<file path="src/rtl/uart_pkg.sv">
// rtl/uart_pkg.sv - shared constants, error codes and state type for the UART input parser
package uart_pkg;

    localparam logic [7:0] ASCII_CR = 8'h0D;
    localparam logic [7:0] ASCII_LF = 8'h0A;

    localparam int ERR_NONE     = 0;
    localparam int ERR_INVALID  = 1;
    localparam int ERR_OVERFLOW = 2;
    localparam int ERR_EMPTY    = 3;

    localparam int HEX_SIZE   = 4;
    localparam int ASCII_SIZE = 8;

    typedef enum logic [1:0] {
        IDLE    = 2'd0,
        DIGITS  = 2'd1,
        DISCARD = 2'd2
    } state_t;

endpackage

</file>
<file path="src/rtl/uart_input_parser_ascii_to_hex.sv">
// rtl/uart_input_parser_ascii_to_hex.sv - combinational ASCII hex character to nibble converter
//
// Ports:
//   ascii   in  8  ASCII character
//   is_hex  out 1  character is 0-9, A-F or a-f
//   nibble  out 4  value of the character (0 when not hex)
module ascii_to_hex
    import uart_pkg::*;
(
    input  logic [ASCII_SIZE-1:0] ascii,
    output logic                  is_hex,
    output logic [HEX_SIZE-1:0]   nibble
);

    always_comb begin
        is_hex = 1'b0;
        nibble = '0;
        if (ascii >= 8'h30 && ascii <= 8'h39) begin
            is_hex = 1'b1;
            nibble = HEX_SIZE'(ascii - 8'h30);
        end else if (ascii >= 8'h41 && ascii <= 8'h46) begin
            is_hex = 1'b1;
            nibble = HEX_SIZE'(ascii - 8'h37);
        end else if (ascii >= 8'h61 && ascii <= 8'h66) begin
            is_hex = 1'b1;
            nibble = HEX_SIZE'(ascii - 8'h57);
        end
    end

endmodule

</file>
<file path="src/rtl/uart_input_parser.sv">
// rtl/uart_input_parser.sv - assembles a CR/LF terminated ASCII hex line into a value
//
// Ports:
//   clk        in  1                    system clock, rising edge
//   reset      in  1                    asynchronous reset, active-low
//   rx_valid   in  1                    strobe: rx_data holds a received byte
//   rx_data    in  8                    received ASCII byte
//   ready_out  out 1                    one-cycle strobe: line complete
//   data_out   out 4*RESULT_SIZE        parsed value, first digit in MSB nibble
//   error_out  out $clog2(ERROR_COUNT)  0 none, 1 invalid, 2 overflow, 3 empty line
//
// Optional: define UART_INPUT_TIMEOUT_EN to abandon a partial line silently
// after CLOCK_RATE/1_000_000*TIMEOUT_US cycles without a received byte.
module uart_input_parser
    import uart_pkg::*;
#(
    parameter int RESULT_SIZE = 1,
    parameter int ERROR_COUNT = 4,
    parameter int CLOCK_RATE  = 100_000_000,
    parameter int TIMEOUT_US  = 1000
) (
    input  logic                           clk,
    input  logic                           reset,
    input  logic                           rx_valid,
    input  logic [ASCII_SIZE-1:0]          rx_data,
    output logic                           ready_out,
    output logic [HEX_SIZE*RESULT_SIZE-1:0] data_out,
    output logic [$clog2(ERROR_COUNT)-1:0] error_out
);

    localparam int DW = HEX_SIZE * RESULT_SIZE;
    localparam int EW = $clog2(ERROR_COUNT);
    localparam int CW = $clog2(RESULT_SIZE + 1);

    state_t              state;
    logic [DW-1:0]       acc;
    logic [CW-1:0]       count;
    logic [EW-1:0]       err;
    logic                cr_seen;

    logic                is_hex;
    logic [HEX_SIZE-1:0] nibble;
    logic                is_term;

    ascii_to_hex u_ascii_to_hex (
        .ascii  (rx_data),
        .is_hex (is_hex),
        .nibble (nibble)
    );

    assign is_term = (rx_data == ASCII_CR) || (rx_data == ASCII_LF);

`ifdef UART_INPUT_TIMEOUT_EN
    localparam int TMO_LIMIT = CLOCK_RATE / 1_000_000 * TIMEOUT_US;
    localparam int TW        = $clog2(TMO_LIMIT + 1);
    logic [TW-1:0] tmo_cnt;
`endif

    always_ff @(posedge clk or negedge reset) begin
        if (!reset) begin
            state     <= IDLE;
            acc       <= '0;
            count     <= '0;
            err       <= '0;
            cr_seen   <= 1'b0;
            ready_out <= 1'b0;
            data_out  <= '0;
            error_out <= '0;
`ifdef UART_INPUT_TIMEOUT_EN
            tmo_cnt   <= '0;
`endif
        end else begin
            ready_out <= 1'b0;
            if (rx_valid) begin
                cr_seen <= is_term && (rx_data == ASCII_CR);
`ifdef UART_INPUT_TIMEOUT_EN
                tmo_cnt <= '0;
`endif
                unique case (state)
                    IDLE: begin
                        if (is_hex) begin
                            // acc is always zero in IDLE, so the first digit lands alone
                            acc   <= DW'(nibble);
                            count <= CW'(1);
                            state <= DIGITS;
                        end else if (is_term) begin
                            // LF straight after CR is the second half of a CRLF pair
                            if (!((rx_data == ASCII_LF) && cr_seen)) begin
                                ready_out <= 1'b1;
                                data_out  <= '0;
                                error_out <= EW'(ERR_EMPTY);
                            end
                        end else begin
                            err   <= EW'(ERR_INVALID);
                            state <= DISCARD;
                        end
                    end
                    DIGITS: begin
                        if (is_hex) begin
                            if (count < CW'(RESULT_SIZE)) begin
                                acc   <= DW'({acc, nibble});
                                count <= count + CW'(1);
                            end else begin
                                err   <= EW'(ERR_OVERFLOW);
                                state <= DISCARD;
                            end
                        end else if (is_term) begin
                            ready_out <= 1'b1;
                            data_out  <= acc;
                            error_out <= EW'(ERR_NONE);
                            acc       <= '0;
                            count     <= '0;
                            state     <= IDLE;
                        end else begin
                            err   <= EW'(ERR_INVALID);
                            state <= DISCARD;
                        end
                    end
                    DISCARD: begin
                        // err was latched on entry and is never overwritten here
                        if (is_term) begin
                            ready_out <= 1'b1;
                            data_out  <= '0;
                            error_out <= err;
                            acc       <= '0;
                            count     <= '0;
                            err       <= '0;
                            state     <= IDLE;
                        end
                    end
                    default: state <= IDLE;
                endcase
            end
`ifdef UART_INPUT_TIMEOUT_EN
            else if (state != IDLE) begin
                if (tmo_cnt == TW'(TMO_LIMIT - 1)) begin
                    state   <= IDLE;
                    acc     <= '0;
                    count   <= '0;
                    err     <= '0;
                    cr_seen <= 1'b0;
                    tmo_cnt <= '0;
                end else begin
                    tmo_cnt <= tmo_cnt + TW'(1);
                end
            end else begin
                tmo_cnt <= '0;
            end
`endif
        end
    end

endmodule

</file>
<file path="config.mk">
export PLATFORM = sky130hd
export DESIGN_NAME = uart_input_parser
export DESIGN_NICKNAME = d
export VERILOG_FILES = /design/src/rtl/uart_pkg.sv /design/src/rtl/uart_input_parser_ascii_to_hex.sv /design/src/rtl/uart_input_parser.sv
export SDC_FILE = /design/constraint.sdc
export NUM_CORES = 1
export LEC_CHECK = 0
export CORE_AREA = 5 5 56 78
export CTS_BUF_LIST = sky130_fd_sc_hd__clkbuf_4
export DETAILED_ROUTE_END_ITERATION = 8
export DIE_AREA = 0 0 61 83
export GPL_ROUTABILITY_DRIVEN = 0
export PLACE_DENSITY = 0.64
export SETUP_SLACK_MARGIN = 0.4
export SYNTH_ARGS = -nofsm -noshare
export SYNTH_HDL_FRONTEND = slang
export SYNTH_HIERARCHICAL = 1
export SYNTH_SLANG_ARGS = --single-unit
</file>
<file path="constraint.sdc">
create_clock -name clk -period 1.75 [get_ports clk]
set_clock_uncertainty 0.05 [all_clocks]
set_input_delay 0.175 -clock clk [delete_from_list [all_inputs] [get_ports clk]]
set_output_delay 0.175 -clock clk [all_outputs]
set_load 0.01 [all_outputs]
</file>
After elaboration in Yosys (flattened, before gate mapping)

Cells that the tools add are included.
Widths: inputs -> output; s select.

Equality and inequality tests: 14
Reduce and logical (&&, ||, !) cells: 12
$add $sub $neg: 4
Muxes and demuxes: 47
Order comparisons: 7

Operators by type and width:

| kind                | number |
|---|---|
| $mux 4              | 13 |
| $mux 2              | 14 |
| $pmux 4 s3          | 2 |
| $pmux 2 s3          | 3 |
| $eq 8x4->1 const B  | 2 |
| $ge 8x7->1 const B  | 2 |
| $le 8x7->1 const B  | 2 |
| $ne 2x2->1 const B  | 7 |
| $mux 1              | 13 |
| $ne 3x3->1 const B  | 3 |
| $ge 8x6->1 const B  | 1 |
| $le 8x6->1 const B  | 1 |
| $reduce_and 4->1    | 2 |
| $reduce_and 8->1    | 1 |
| $sub 4x3->4 const B | 2 |
| $pmux 1 s3          | 2 |
| $logic_and 1x1->1   | 5 |
| $reduce_and 5->1    | 1 |
| $sub 4x1->4 const B | 1 |
| $reduce_bool 3->1   | 1 |
| $eq 2x1->1 const B  | 1 |
| $eq 2x2->1 const B  | 1 |
| $logic_not 2->1     | 1 |
| $add 1x1->1 const B | 1 |
| 2 further kinds     | 2 |

Output and inout port bits: 7
Register bits after elaboration: 17

Longest topological paths before layout

Depth in word-level cells: 8
Depth in mapped cells: 11

Cells and area by module

The synthesis kept the hierarchy.

Modules (own cells, without submodules):

| module            | seq. area each (µm²) | cells each | instances | area an instance (µm²) |
|---|---|---|---|---|
| uart_input_parser | 425.4                | 106        | 1         | 1019.7 |
| ascii_to_hex      | 0.0                  | 25         | 1         | 203.9 |

Worst setup path before layout

OpenSTA, ideal clock, no wires.

Path kind: in2reg
Start point: in rx_data[1]
End point: reg err[1]
Data required time: 1.613 ns
Data arrival time: 1.891 ns
Stages: 9
Setup time: 0.087 ns
Path slack: -0.279 ns
Path buffers: 1
Path through: inv_1 ha_1 o21bai_1 a21o_2 nand2_1 clkbuf_1 nand2_1 or4b_2 o211ai_1

Longest elaborated chain between the ends: 7
Elaborated cells between the ends (all ways): 23
Those cells by class: order compare: 6; eq/ne: 5; mux: 7; reduce/logical: 5

RTL lines:

| item                                                            | RTL line                             | text |
|---|---|---|
| from (decl)                                                     | uart_input_parser.sv:25              | `input logic [ASCII_SIZE-1:0] rx_data,` |
| $ge 8x7->1 / $le 8x7->1 (equally long branches)                 | uart_input_parser_ascii_to_hex.sv:24 | `end else if (ascii >= 8'h61 && ascii <= 8'h66) begin` |
| $logic_and 1x1->1                                               | uart_input_parser_ascii_to_hex.sv:24 |  |
| $mux 1                                                          | uart_input_parser_ascii_to_hex.sv:24 |  |
| $mux 1                                                          | uart_input_parser_ascii_to_hex.sv:21 | `end else if (ascii >= 8'h41 && ascii <= 8'h46) begin` |
| $mux 1 (*)                                                      | uart_input_parser_ascii_to_hex.sv:18 | `if (ascii >= 8'h30 && ascii <= 8'h39) begin` |
| net is_hex                                                      | uart_input_parser.sv:41              | `logic is_hex;` |
| $ne 3x3->1 (no line), or another cell as far along              | -                                    |  |
| $reduce_and 5->1 (no line) / $pmux 2 s3 (equally long branches) | -                                    |  |
| to (signal assigned)                                            | uart_input_parser.sv:94              | `err <= EW'(ERR_INVALID);` |
| to (signal assigned)                                            | uart_input_parser.sv:104             | `err <= EW'(ERR_OVERFLOW);` |
| to (signal assigned)                                            | uart_input_parser.sv:115             | `err <= EW'(ERR_INVALID);` |
| to (decl)                                                       | uart_input_parser.sv:38              | `logic [EW-1:0] err;` |

Mark *: on every way through the listed nets, which the timed path passes. The rest lies on a longest branch. The select of a mux whose other input is x is not followed.
A chain may end at the register's enable or synchronous reset.

Final worst setup path

Start point: reg cr_seen
End point: reg data_out[2]

Longest elaborated chain between the ends: 3

RTL lines:

| item                       | RTL line                 | text |
|---|---|---|
| from (decl)                | uart_input_parser.sv:39  | `logic cr_seen;` |
| from (signal assigned)     | uart_input_parser.sv:75  | `cr_seen <= is_term && (rx_data == ASCII_CR);` |
| $logic_and 1x1->1          | uart_input_parser.sv:88  | `if (!((rx_data == ASCII_LF) && cr_seen)) begin` |
| $ne 2x2->1 (no line)       | -                        |  |
| $reduce_and 8->1 (no line) | -                        |  |
| to (signal assigned)       | uart_input_parser.sv:90  | `data_out <= '0;` |
| to (signal assigned)       | uart_input_parser.sv:109 | `data_out <= acc;` |
| to (signal assigned)       | uart_input_parser.sv:123 | `data_out <= '0;` |
| to (decl)                  | uart_input_parser.sv:27  | `output logic [HEX_SIZE*RESULT_SIZE-1:0] data_out,` |

Every way passes these cells.

==> flow_summary_export.csv <==
group,metric,value,unit
power_and_ir_drop,leakage,0.919,nW
worst_setup_path,ff2ff_path_depth,4,
die,rows,26,
synth,ys_async_sr_fraction,100,%
drt,drc,0,
sta,rsz0062_at_grt,"yes",
worst_setup_path,r2r_setup_slack,-0.17,ns
die,start_util,34.2,%
status,status,"finished with violations",
clocking,clkTransAtPathRegs,0.10,ns
final_layout,syn_to_final_growth,74.0,%
clocking,cts_buffer_depth,2,
global_routing,grt_pass1_wl,6.27,mm
sta,setup_ws,-0.166,ns
sta,clock.fmax,522,MHz
global_routing,grt_util_met3,1.24,%
global_routing,met2_usage,29.4,%
global_routing,met1_usage,17.8,%
clocking,cts_tree,"built",
sta,final-setup-viol-count,7,
synth,synth_top_cell_area_share,34.8,%
synth,syn_inst,131,
synth,muxShareOfSynthArea,1.64,%
final_layout,drive_gt1_share,52.3,%
die,die_w,61,um
worst_setup_path,path_class,"register to register",
sta,max-slew-margin-rel,76.2,%
worst_setup_path,startpoint_type,"register",
synth,yosysUniqueCellTypes,43,
synth,synth-edff-count,0,
drt,vias_per_cell,5.48,
sta,finalCritPeriodShare,109,%
synth,synthXorXnorAreaFrac,0,%
power_and_ir_drop,vdd_drop_max,0.416,mV
global_routing,grtUsageTotal,16.1,%
synth,synth_top_flop_cell,"dfrtp_1",
drt,drt-initial-drc-count,14,
die,core,3580,sq um
worst_setup_path,cp.arrival,2.09,ns
die,ioPinCount,18,
status,violations,"negative setup slack",
die,die_area,5060,sq um
min_path,hp-class,"primary input to async pin",
place,hpwlAfterDp,2.62,mm
drt,routed-via-count,1320,
synth,synth_top_area_cell,"dfrtp_1",
clocking,cts_sinks,17,
drt,wl,3.74,mm
global_routing,grt_max_degree,18,
synth,syn_avg_cell_area,9.34,sq um
place,placedCellCount,219,
sta,min_period,1.92,ns
flow_run,cap_violations,0,
sta,hold_viol,0,
place,place_ws,-0.727,ns
synth,synth_top_family_by_area,"compound AO/OA/AOI/OAI gates",
global_routing,busiest_layer,"met2",
synth,yosysSeqAreaShare,34.8,%
synth,synth_compound_area_share,27.5,%
synth,synth_common_cells,"dfrtp_1, nand2_1, inv_1, o21ai_0, ha_1",
synth,yosysMostFrequentCell,"dfrtp_1",
clocking,cts_buffers,3,
worst_setup_path,crit_start,"cr_seen",
synth,syn_area,1220,sq um
worst_setup_path,crit_path_max_fanout,4,
clocking,clk_latency,0.29,ns
sta,tightest_slew,0.355,ns
sta,drv_slew,0,
final_layout,nets,218,
die,fp.dieH,83,um
drt,dr.pass1.iters,4,
global_routing,grt_pass1_vias,1385,
synth,synth-warning-count,6,
synth,synth_seq_cells,17,
global_routing,antenna_found_initial,0,
worst_setup_path,cp-end-kind,"register",
place,portBuffers,17,
final_layout,n_antenna_cell,0,
clocking,root_buffer,"clkbuf_4",
worst_setup_path,rr_endpoint,"data_out[2]",
synth,syn_nets,149,
clocking,cts_hold_buf,0,
synth,synth.area.top_cells,"dfrtp_1, ha_1, nand2_1",
final_layout,final_cells,241,
clocking,htreeDepth,1,
worst_setup_path,critPathRequiredTime,1.92,ns
worst_setup_path,reg2reg_from,"cr_seen",
power_and_ir_drop,power_density,730,nW/um^2
synth,synth-simple-area-share,24.9,%
drt,wl_per_cell,15.5,um
global_routing,grt-ovfl-total,0,
synth,synthAdderAreaFrac,7.16,%
drt,ant_nets,0,
-- per-layer routing --
| metal | part of all wire (%) | vias to the layer above |
|---|---|---|
| met5 | 0 | - |
| met4 | 3.3 | 0 |
| met1 | 38 | 640 |
| li1 | - | 627 |
| met3 | 3.1 | 14 |
| met2 | 56 | 39 |
-- through the flow --
| stage | hold slack (ns) | utilization (%) | power [W] | setup TNS, ns | cell area (sq um) |
|---|---|---|---|---|---|
| final | 0.154 | 59.5 | 0.00155 | -0.872 | 2130 |
| after global routing | 0.171 | 59.5 | 0.00163 | -1.43 | 2130 |
| after CTS | 0.160 | 58.0 | 0.00150 | -1.06 | 2080 |
| after global placement | 0.422 | 49.8 | 0.00113 | -9.87 | 1780 |
| after floorplan | -0.171 | - | 0.000872 | -0.339 | 1350 |
| after detailed placement | 0.430 | 49.8 | 0.00114 | -10.33 | 1780 |
-- flip-flops by register name, indices dropped and copies added (netlist names) --
register / count
acc: 4
count: 1
cr_seen: 1
data_out: 4
err: 2
error_out: 2
ready_out: 1
state: 2
-- report_power, final --
| group | internal, W | switching, W |
|---|---|---|
| sequential | 0.000457 | 0.0000669 |
| clock | 0.000104 | 0.000124 |
| combinational | 0.000395 | 0.000408 |
| total | 0.000956 | 0.000599 |
-- kinds of logic (layout without fill, tap and decap cells) --
family	after synthesis	after routing
and+or+nand+nor	48	48
AOI/OAI and AO/OA	44	44
muxes	2	2
DFF	17	17
buffers and inverters	13	81
adders and majority gates	7	7
-- area by class of cell --
cell class / instances / area (sq um)
repair buffers: 65 / 554
well taps: 42 / 52.6
clock buffers: 4 / 30.0
flip-flops and latches: 17 / 427
multi-input cells: 101 / 1000
inverters: 12 / 66.3
fillers: 308 / 1450
-- layout by cell type (no fill, tap or decap), types with 4 or more instances in the layout --
cell / netlist / final
nand2_1: 14 / 10
nand2b_4: 0 / 4
o21ai_2: 0 / 4
ha_4: 0 / 5
buf_6: 0 / 14
inv_1: 12 / 8
a22o_1: 4 / 4
o21ai_0: 9 / 6
dlygate4sd2_1: 0 / 8
buf_4: 0 / 36
o21ai_1: 5 / 4
nor2_1: 4 / 4
dfrtp_1: 17 / 16
clkbuf_4: 0 / 4
a21oi_1: 6 / 5
-- worst max-delay path by stage --
stage	to	cells past startpoint
floorplan	data_out[0]	4
global placement	err[1]	7
detailed placement	err[1]	10
CTS	data_out[2]	4
global route	error_out[1]	5
finish	data_out[2]	4
-- worst max-delay path, stage by stage (launching register included) --
cell     delay (ns)
dfrtp_1        0.41
or4b_4         0.51
and3_4         0.18
or4_4          0.55
o21ai_2        0.14
-- timing repair --
action	CTS	global route
endpoints found under the setup margin	24	16
resized for setup	74	9
buffers inserted	16	2
gates cloned	0	0
pin swaps	31	13
Power figures use the tool's default switching activity.
==> RTL change (config.mk and constraints unchanged) <==
Re-encode `state_t` (3 states) as one-hot, 3 bits wide.
--- a/src/rtl/uart_pkg.sv
+++ b/src/rtl/uart_pkg.sv
@@ -12,10 +12,10 @@
     localparam int HEX_SIZE   = 4;
     localparam int ASCII_SIZE = 8;
 
-    typedef enum logic [1:0] {
-        IDLE    = 2'd0,
-        DIGITS  = 2'd1,
-        DISCARD = 2'd2
+    typedef enum logic [2:0] {
+        IDLE    = 3'b001,
+        DIGITS  = 3'b010,
+        DISCARD = 3'b100
     } state_t;
 
 endpackage
Check against the original RTL: no difference found for any inputs over 10 cycles, from zero or initial values and one cycle with reset low; not proved beyond that.
==> RTL change against the original RTL <==
The run still ends with setup timing left. Fmax increased by 2.3%. Power up 27%. Sequential share of layout area up 1.6 points. Register-to-register slack improved by 80 ps. Final area fell by 1.4%. Non-clock buffer count increased by 7. Sequential power grew 17%. Area after synthesis increased by 2.4%. Setup slack improved by 43 ps. Sequential cell count grew 1. Wire length is 3.1% higher. Count of clock-buffer cells in the layout is 1 lower.
==> RTL change: results (changes against the original RTL) <==
status complete, but fails checks; violated checks setup timing; cell with the most instances after synthesis dfrtp_1; leakage power 0.987 nW (+7.4%); final WL 3850 um (+3.1%); placed insts 220 (+0.46%); Worst EP arrival 2010 ps (-80 ps); warnings from Yosys 6 (unchanged); layout cell share with drive strength beyond 1 0.500 (-0.0226); GRT Util Overall 0.164 (+0.00247); internal power of the cells 1.24 mW (+30%); drt initial violations 33 (+19); Yosys cell types 47 (+9.3%); syn nets 137 (-8.1%); Register-to-Register Setup Slack -90 ps (+80 ps); met1 WL 1400 um (-0.92%); sequential share of the synthesized area 0.361 (+0.0130); actual slew at the worst max-slew pin 446 ps (+90.5 ps); worst skew pair latency 300 ps; Post-Synthesis Cells 123 (-6.1%); Final #Nets 211 (-3.2%); final worst slack -124 ps (+42.6 ps); largest fanout on the critical path 5 (+1); WL met3 100 um (-15%); Regs by FF count acc x4, data_out x4, state x3; first-pass GRT wire length 6330 um (+0.99%); Final HPWL DP 2940 um (+12%); final setup vio count 15 (+8); DR WL met2 2230 um (+7.0%); R2R cell count 7 (+3); via count 1276 (-3.3%); vias in the first global route 1397 (+0.87%); Critical R2R Launch state[2]; pin count of the biggest net entering global routing 19 (+1); maximum vdd drop 0.437 mV (+5.1%)
RTL change: cell families after synthesis:
kind of cell | share of synthesized area
multiplexers | 0.0709
AO/OA/AOI/OAI | 0.234
buffers and inverters | 0.0340
flip-flops | 0.361
XOR/XNOR | 0.0140
AND/OR/NAND/NOR | 0.257
adder cells (fa/ha/maj) | 0.0300
RTL change: cell type report:
type	instances	area [um^2]
clock buffer	3	22.5
multi-input combinational	96	941
inverter	6	42.5
timing repair buffer	72	584
clock inverter	1	3.75
fill	312	1480
tap	42	52.6
sequential	18	454
RTL change: how the worst max path moves through the flow:
stage	start	end	slack, ps	cells past startpoint
after floorplan	rx_data[0]	data_out[0]	-140	9
after CTS	rx_data[0]	error_out[1]	-110	12
after global routing	rx_data[0]	acc[2]	-180	13
final	rx_data[0]	acc[0]	-120	13
after detailed placement	rx_data[1]	acc[0]	-830	10
after global placement	rx_data[1]	acc[3]	-700	10
RTL change: per-layer routing:
layer | up-vias | GRT usage
met1 | 624 | 0.162
met5 | - | 0
li1 | 615 | -
met4 | 0 | 0.0710
met2 | 26 | 0.321
met3 | 11 | 0.00932
RTL change: critical path, cell delays in order:
cell      delay (ps)
buf_6            100
buf_6            120
inv_12            50
ha_4             160
o21bai_4          60
a21o_4           230
nand2_4           70
nor2_4            40
buf_6            110
buf_6            100
a21o_1           200
a211o_1          360
a22o_1           240
RTL change: power groups by stage:
stage,combinational (mW),sequential (mW),clock [mW]
after global routing,1.22,0.626,0.235
after floorplan,0.510,0.574,0
final,1.15,0.614,0.211
after CTS,0.991,0.616,0.215
after detailed placement,0.823,0.625,0
after global placement,0.800,0.621,0
RTL change: per-stage QoR:
stage / setup TNS (ps) / util / hold slack [ps] / area, um^2 / power (mW)
floorplan: -1470 / - / -171 / 1320 / 1.08
global placement: -10440 / 0.512 / 441 / 1830 / 1.42
detailed placement: -11960 / 0.512 / 443 / 1830 / 1.45
CTS: -1060 / 0.564 / 146 / 2020 / 1.82
global route: -1940 / 0.587 / 153 / 2100 / 2.08
finish: -1190 / 0.587 / 136 / 2100 / 1.98
RTL change: repair_timing:
item | CTS | global route
resized for setup | 51 | 14
endpoints found under the setup margin | 25 | 17
buffers inserted | 9 | 5
pin swaps | 19 | 15
hold endpoints to repair | 0 | 0
